File: src/rtl/afifo_pkg.sv
// ---------------------------------------------------------------------------
// afifo_pkg
// Shared definitions for the asynchronous FIFO pointer blocks: default depth
// and Gray/binary conversion helpers. The helpers work on 32-bit words; the
// caller zero-extends narrower pointers and truncates the result. Zero upper
// bits do not disturb either conversion.
// ---------------------------------------------------------------------------
package afifo_pkg;

    localparam int ADDRSIZE_DEFAULT = 4;
    localparam int DEPTH            = 2 ** ADDRSIZE_DEFAULT;

    function automatic logic [31:0] bin2gray(input logic [31:0] b);
        return b ^ (b >> 1);
    endfunction

    // XOR prefix from the MSB downwards.
    function automatic logic [31:0] gray2bin(input logic [31:0] g);
        logic [31:0] b;
        logic        acc;
        b   = '0;
        acc = 1'b0;
        for (int i = 31; i >= 0; i--) begin
            acc  = acc ^ g[i];
            b[i] = acc;
        end
        return b;
    endfunction

endpackage

File: src/rtl/afifo_gray2bin.sv
// ---------------------------------------------------------------------------
// afifo_gray2bin
// Combinational Gray-to-binary converter (XOR prefix from the MSB down).
// Shared by the write-side and read-side pointer blocks.
// Ports:
//   gray  in   WIDTH  Gray-coded value
//   bin   out  WIDTH  equivalent binary value
// ---------------------------------------------------------------------------
module afifo_gray2bin #(
    parameter int WIDTH = 5
) (
    input  logic [WIDTH-1:0] gray,
    output logic [WIDTH-1:0] bin
);

    always_comb begin
        logic acc;
        bin = '0;
        acc = 1'b0;
        for (int i = WIDTH - 1; i >= 0; i--) begin
            acc    = acc ^ gray[i];
            bin[i] = acc;
        end
    end

endmodule

File: src/rtl/wptr_full_prog.sv
// ---------------------------------------------------------------------------
// wptr_full_prog
// Write-domain pointer and flag generator for the asynchronous FIFO. Keeps
// binary and Gray write pointers, a registered full flag, a conservative
// fill level, a programmable almost-full flag and a sticky overflow flag.
// Ports:
//   wclk          in   1           write clock, rising edge
//   wrst          in   1           synchronous active-high reset
//   winc          in   1           write request, accepted when wfull==0
//   wq2_rptr      in   ADDRSIZE+1  Gray read pointer synchronised to wclk
//   afull_thresh  in   ADDRSIZE+1  almost-full threshold in words
//   clr_ovf       in   1           clears woverflow (a same-cycle set wins)
//   waddr         out  ADDRSIZE    RAM write address
//   wptr          out  ADDRSIZE+1  registered Gray write pointer
//   wfull         out  1           registered full flag
//   walmost_full  out  1           registered, wlevel >= afull_thresh
//   wlevel        out  ADDRSIZE+1  registered occupancy estimate
//   woverflow     out  1           sticky write-while-full flag
// ---------------------------------------------------------------------------
module wptr_full_prog
    import afifo_pkg::*;
#(
    parameter int ADDRSIZE = 4
) (
    input  logic                wclk,
    input  logic                wrst,
    input  logic                winc,
    input  logic [ADDRSIZE:0]   wq2_rptr,
    input  logic [ADDRSIZE:0]   afull_thresh,
    input  logic                clr_ovf,
    output logic [ADDRSIZE-1:0] waddr,
    output logic [ADDRSIZE:0]   wptr,
    output logic                wfull,
    output logic                walmost_full,
    output logic [ADDRSIZE:0]   wlevel,
    output logic                woverflow
);

    localparam int PTR_W = ADDRSIZE + 1;

    logic [ADDRSIZE:0] wbin_q, wbin_d;
    logic [ADDRSIZE:0] wptr_q, wptr_d;
    logic              wfull_q, wfull_d;
    logic              walmost_full_q, walmost_full_d;
    logic [ADDRSIZE:0] wlevel_q, wlevel_d;
    logic              woverflow_q, woverflow_d;

    logic [ADDRSIZE:0] rbin;
    logic [ADDRSIZE:0] full_match;
    logic              wr_ok;

    afifo_gray2bin #(
        .WIDTH (PTR_W)
    ) u_rptr_g2b (
        .gray (wq2_rptr),
        .bin  (rbin)
    );

    // The write pointer is exactly one lap ahead of the read pointer when the
    // two top Gray bits are inverted and the rest match.
    assign full_match = {~wq2_rptr[ADDRSIZE:ADDRSIZE-1], wq2_rptr[ADDRSIZE-2:0]};

    always_comb begin
        wr_ok          = winc & ~wfull_q;
        wbin_d         = wbin_q + PTR_W'(wr_ok);
        wptr_d         = PTR_W'(bin2gray(32'(wbin_d)));
        wfull_d        = (wptr_d == full_match);
        // Modular difference; the synchronised read pointer lags, so this
        // never under-reports the true occupancy.
        wlevel_d       = wbin_d - rbin;
        walmost_full_d = (wlevel_d >= afull_thresh);
        woverflow_d    = (winc & wfull_q) | (woverflow_q & ~clr_ovf);
    end

    always_ff @(posedge wclk) begin
        if (wrst) begin
            wbin_q         <= '0;
            wptr_q         <= '0;
            wfull_q        <= 1'b0;
            walmost_full_q <= 1'b0;
            wlevel_q       <= '0;
            woverflow_q    <= 1'b0;
        end else begin
            wbin_q         <= wbin_d;
            wptr_q         <= wptr_d;
            wfull_q        <= wfull_d;
            walmost_full_q <= walmost_full_d;
            wlevel_q       <= wlevel_d;
            woverflow_q    <= woverflow_d;
        end
    end

    assign waddr        = wbin_q[ADDRSIZE-1:0];
    assign wptr         = wptr_q;
    assign wfull        = wfull_q;
    assign walmost_full = walmost_full_q;
    assign wlevel       = wlevel_q;
    assign woverflow    = woverflow_q;

endmodule

File: config.mk
export PLATFORM = sky130hd
export DESIGN_NAME = wptr_full_prog
export DESIGN_NICKNAME = d
export VERILOG_FILES = /design/src/rtl/afifo_pkg.sv /design/src/rtl/afifo_gray2bin.sv /design/src/rtl/wptr_full_prog.sv
export SDC_FILE = /design/constraint.sdc
export NUM_CORES = 1
export LEC_CHECK = 0
export BUFFER_PORTS_ARGS = -buffer_cell sky130_fd_sc_hd__buf_2
export CAP_MARGIN = 0
export CORE_UTILIZATION = 45
export DETAILED_ROUTE_END_ITERATION = 8
export PLACE_DENSITY = 0.83
export RECOVER_POWER = 100
export SLEW_MARGIN = 20
export SYNTH_ARGS = -nofsm -noshare
export SYNTH_HDL_FRONTEND = slang
export SYNTH_HIERARCHICAL = 1
export SYNTH_SLANG_ARGS = --single-unit
File: constraint.sdc
create_clock -name wclk -period 7.5 [get_ports wclk]
set_clock_uncertainty 0.2 [all_clocks]
set_input_delay 0 -clock wclk [delete_from_list [all_inputs] [get_ports wclk]]
set_output_delay 0 -clock wclk [all_outputs]
set_load 0.01 [all_outputs]
==> impl.org <==
** Placed design
- Summed over all nets, the half-perimeter wirelength after detailed placement is 1360 um.
- Total placed cells including tap cells :: 157
- Input/output buffers :: 30
- The congestion estimate from routability-driven global placement came to 0.779.

** Critical path
- Required time at the endpoint of the critical path :: 7490 ps
- Worst Reg2Reg Path Length in Cells :: 14
- For the worst setup path, the data arrival time is 3870 ps.
- Type of destination of the critical path :: register
- Worst setup startpoint :: winc
- Endpoint of the most critical setup path :: walmost_full$_SDFF_PP0_
- CP startpoint kind :: input pin
- Capture point of the worst reg-to-reg path :: walmost_full$_SDFF_PP0_
- The worst setup path is of the input pin to register kind.
- In this run the critical register-to-register path is launched from wfull$_SDFF_PP0_.
- In this run the register-to-register setup slack is 3650 ps.
- Along the worst path, the maximum fanout reaches 5.

** Floorplan
- After floorplanning, the core was divided into 16 placement rows.
- The total area inside the core boundary comes to 2000 um2.
- The die covers 2380 um2.
- Initial core utilization :: 49.3%
- Top Ports :: 31
- From bottom edge to top edge, the die measures 48.8 um.
- Die Span X :: 48.8 um

** Routing
- DRT Wirelength :: 1880 um
- Router iterations before antenna repair :: 1
- DRC violation count after routing :: 0
- Routed length per placed instance :: 11.0 um
- Ratio of routed vias to standard cells :: 4.53
- Across all layers, the routed design uses 774 vias.
- In this run the remaining antenna-violating nets after routing total 0.
- Iter 0 DRT Violations :: 0

** STA
- Post-Route Setup TNS :: 0 ps
- The final hold violation count is 0.
- Measured against its own limit, the worst slew margin works out to 48.8%.
- At the pin with the least slew margin, the transition time is 768 ps.
- Final period utilization :: 51.8%
- The max-slew violation total from the final report came to 0.
- Based on the critical path, the design can be clocked at up to 258 MHz.
- Final period demand of the worst path :: 3880 ps
- Setup violations remaining at the end of the flow were counted as 0.
- Setup repair after global routing left no endpoint under its margin.

** Run status
- Status :: completed

** Layout
- Compared with the post-synthesis result, the final layout area differs by 25.4%.
- After the last flow step, the layout net total stands at 171.
- The layout has 182 filler cells.
- Excluding fillers, the count of instances in the completed layout stands at 171.
- In the final layout, the share of cells above drive strength 1 is 11.8%.
- 0 antenna diodes ended up in the layout.

** CTS
- Clock input transition at the sequential cells of the worst setup and hold paths :: 110 ps
- Clock root buffer :: sky130_fd_sc_hd__clkbuf_4
- Gates resized during post-CTS repair numbered 0.
- In this run the post-CTS setup repair buffer count came out at 0.
- Clock latency at the later pin of the worst-skew pair :: 280 ps
- H-tree levels :: 1
- Sink count of the clock tree :: 17
- Buffers inserted to repair hold after CTS numbered 10.
- In this run, CTS created clock tree buffers numbering 3.
- The clock passes through at most 2 buffers.
- TritonCTS clock tree :: done

** Pwr
- VDD sags by at most 0.0944 mV.
- Leakage power total :: 0.582 nW
- Power density of the placed cells :: 205 nW/um2

** Synthesis
- In the post-synthesis netlist, the cell with the most instances is sky130_fd_sc_hd__dfxtp_1.
- Counting flops with a built-in enable in the synthesized netlist gives 0.
- Post-synth net total :: 129
- Fraction of the yosys area taken by sequential cells :: 34.5%
- Syn Std Cell Area :: 986 um2
- Ranked by instance count, the synthesized netlist is headed by 17 x sky130_fd_sc_hd__dfxtp_1, 13 x sky130_fd_sc_hd__nor2_1, 13 x sky130_fd_sc_hd__xnor2_1, 12 x sky130_fd_sc_hd__inv_1, 11 x sky130_fd_sc_hd__ha_1.
- During synthesis, Yosys emitted a total of 6 warnings.
- After synthesis, the cell types taking the most area are sky130_fd_sc_hd__dfxtp_1 35%, sky130_fd_sc_hd__ha_1 14%, sky130_fd_sc_hd__xnor2_1 12%.
- Of all cell types, the one taking the most synthesized area is sky130_fd_sc_hd__dfxtp_1.
- Mean instance size in the synthesized netlist :: 9.57 um2
- In the synthesized netlist the dominant register cell turns out to be sky130_fd_sc_hd__dfxtp_1.
- Of all flip-flops after synthesis, the portion carrying an async set or reset was 0%.
- Number of synthesized register bits :: 17
- Cell count after synthesis :: 103
- Cell variety after synth :: 23
- The top cell type by area accounts for 34.5% of the synthesized area.

** GRT
- Total routing resource utilization after global routing :: 16.5%
- The number of antenna violations at the first check in global routing came to 0.
- Global route overflow :: 0
- Entering global routing, the biggest net connects 19 pins.
- Via count of the first global-routing pass :: 752
- The first global-routing pass estimated 3070 um of wire.

** Hold path
- The min-delay analysis places its worst path in the category input pin to register.
- Hold depth :: 4

** Run
- Max-cap violations in this run came to 0.
==> state kept, by name, indices dropped and copies added (netlist names) <==
name	flops
wfull	1
wptr	4
wlevel	5
walmost_full	1
woverflow	1
wbin_q	5
==> power by group <==
group	switching, W	total [W]	internal, W
Clock	0.0000295	0.0000493	0.0000198
Sequential	0.00000334	0.000105	0.000101
Combinational	0.0000501	0.0000993	0.0000492
==> cells in the final DEF (no fill, tap or decap), types with 2 or more instances in the layout <==
master                          instances
sky130_fd_sc_hd__clkbuf_1              19
sky130_fd_sc_hd__dfxtp_1               17
sky130_fd_sc_hd__xnor2_1               13
sky130_fd_sc_hd__nor2_1                13
sky130_fd_sc_hd__inv_1                 12
sky130_fd_sc_hd__ha_1                  11
sky130_fd_sc_hd__buf_2                 11
sky130_fd_sc_hd__dlygate4sd3_1         10
sky130_fd_sc_hd__nor2b_1                7
sky130_fd_sc_hd__xor2_1                 6
sky130_fd_sc_hd__a21oi_1                4
sky130_fd_sc_hd__nand3_1                3
sky130_fd_sc_hd__nand2b_1               3
sky130_fd_sc_hd__clkbuf_4               3
sky130_fd_sc_hd__o21ai_0                2
==> cells by family (layout without fill, tap and decap cells) <==
group	count (synthesis)	after routing	share of synthesized area, %
and+or+nand+nor	29	29	14.6
xor gates and xnor gates	21	21	23.1
DFF	17	17	34.5
buffers and inverters	15	56	6.09
adders and majority gates	12	12	16.0
AOI/OAI and AO/OA	8	8	4.57
muxes	1	1	1.14
==> worst max-delay path, cell delays in order <==
cell	delay [ps]
sky130_fd_sc_hd__dlygate4sd3_1	530
sky130_fd_sc_hd__buf_2	130
sky130_fd_sc_hd__nor2b_1	130
sky130_fd_sc_hd__ha_1	210
sky130_fd_sc_hd__ha_1	210
sky130_fd_sc_hd__xor2_1	480
sky130_fd_sc_hd__ha_1	370
sky130_fd_sc_hd__nor2b_1	140
sky130_fd_sc_hd__o21ai_0	140
sky130_fd_sc_hd__nand2b_1	80
sky130_fd_sc_hd__xnor2_1	240
sky130_fd_sc_hd__xnor2_1	160
sky130_fd_sc_hd__ha_1	240
sky130_fd_sc_hd__nor2_1	130
sky130_fd_sc_hd__a211oi_1	60
sky130_fd_sc_hd__dlygate4sd3_1	590
==> routing by layer <==
layer / GRT usage (%) / wire [um]
met5: 0 / 0
met4: 6.37 / 12
met3: 1.87 / 55
met2: 30.1 / 969
met1: 19.5 / 838
==> how the worst min path moves through the flow <==
stage                                 endpoint   startpoint  slack, ps
after detailed placement  woverflow$_SDFF_PP0_         winc         80
after global routing      wlevel[0]$_SDFF_PP0_  wq2_rptr[0]         80
after global placement    woverflow$_SDFF_PP0_         winc         60
after CTS                 wlevel[0]$_SDFF_PP0_  wq2_rptr[0]         60
final                     wlevel[0]$_SDFF_PP0_  wq2_rptr[0]         50
after floorplan           woverflow$_SDFF_PP0_         winc        -60
==> per-stage QoR <==
| stage | hold WS [ps] | setup WS [ps] | utilization [%] | total power [W] | instance area [um2] |
|---|---|---|---|---|---|
| global route | 83.0 | 3350 | 61.8 | 0.000271 | 1240 |
| global placement | 57.7 | 4590 | 57.7 | 0.000201 | 1150 |
| CTS | 57.2 | 3860 | 64.1 | 0.000259 | 1280 |
| finish | 50.2 | 3620 | 61.8 | 0.000253 | 1240 |
| detailed placement | 79.7 | 4430 | 57.7 | 0.000204 | 1150 |
| floorplan | -59.5 | 4660 | - | 0.000178 | 986 |
==> final cells by class <==
| class | count | area (um2) | share of cell area, % |
|---|---|---|---|
| Clock inverter | 1 | 5.00 | 0.405 |
| Timing Repair Buffer | 40 | 226 | 18.3 |
| Sequential cell | 17 | 340 | 27.5 |
| Inverter | 12 | 45.0 | 3.64 |
| Tap cell | 27 | 33.8 | 2.73 |
| Clock buffer | 3 | 22.5 | 1.82 |
| Multi-Input combinational cell | 71 | 563 | 45.5 |
(Power assumes the default switching activity.)
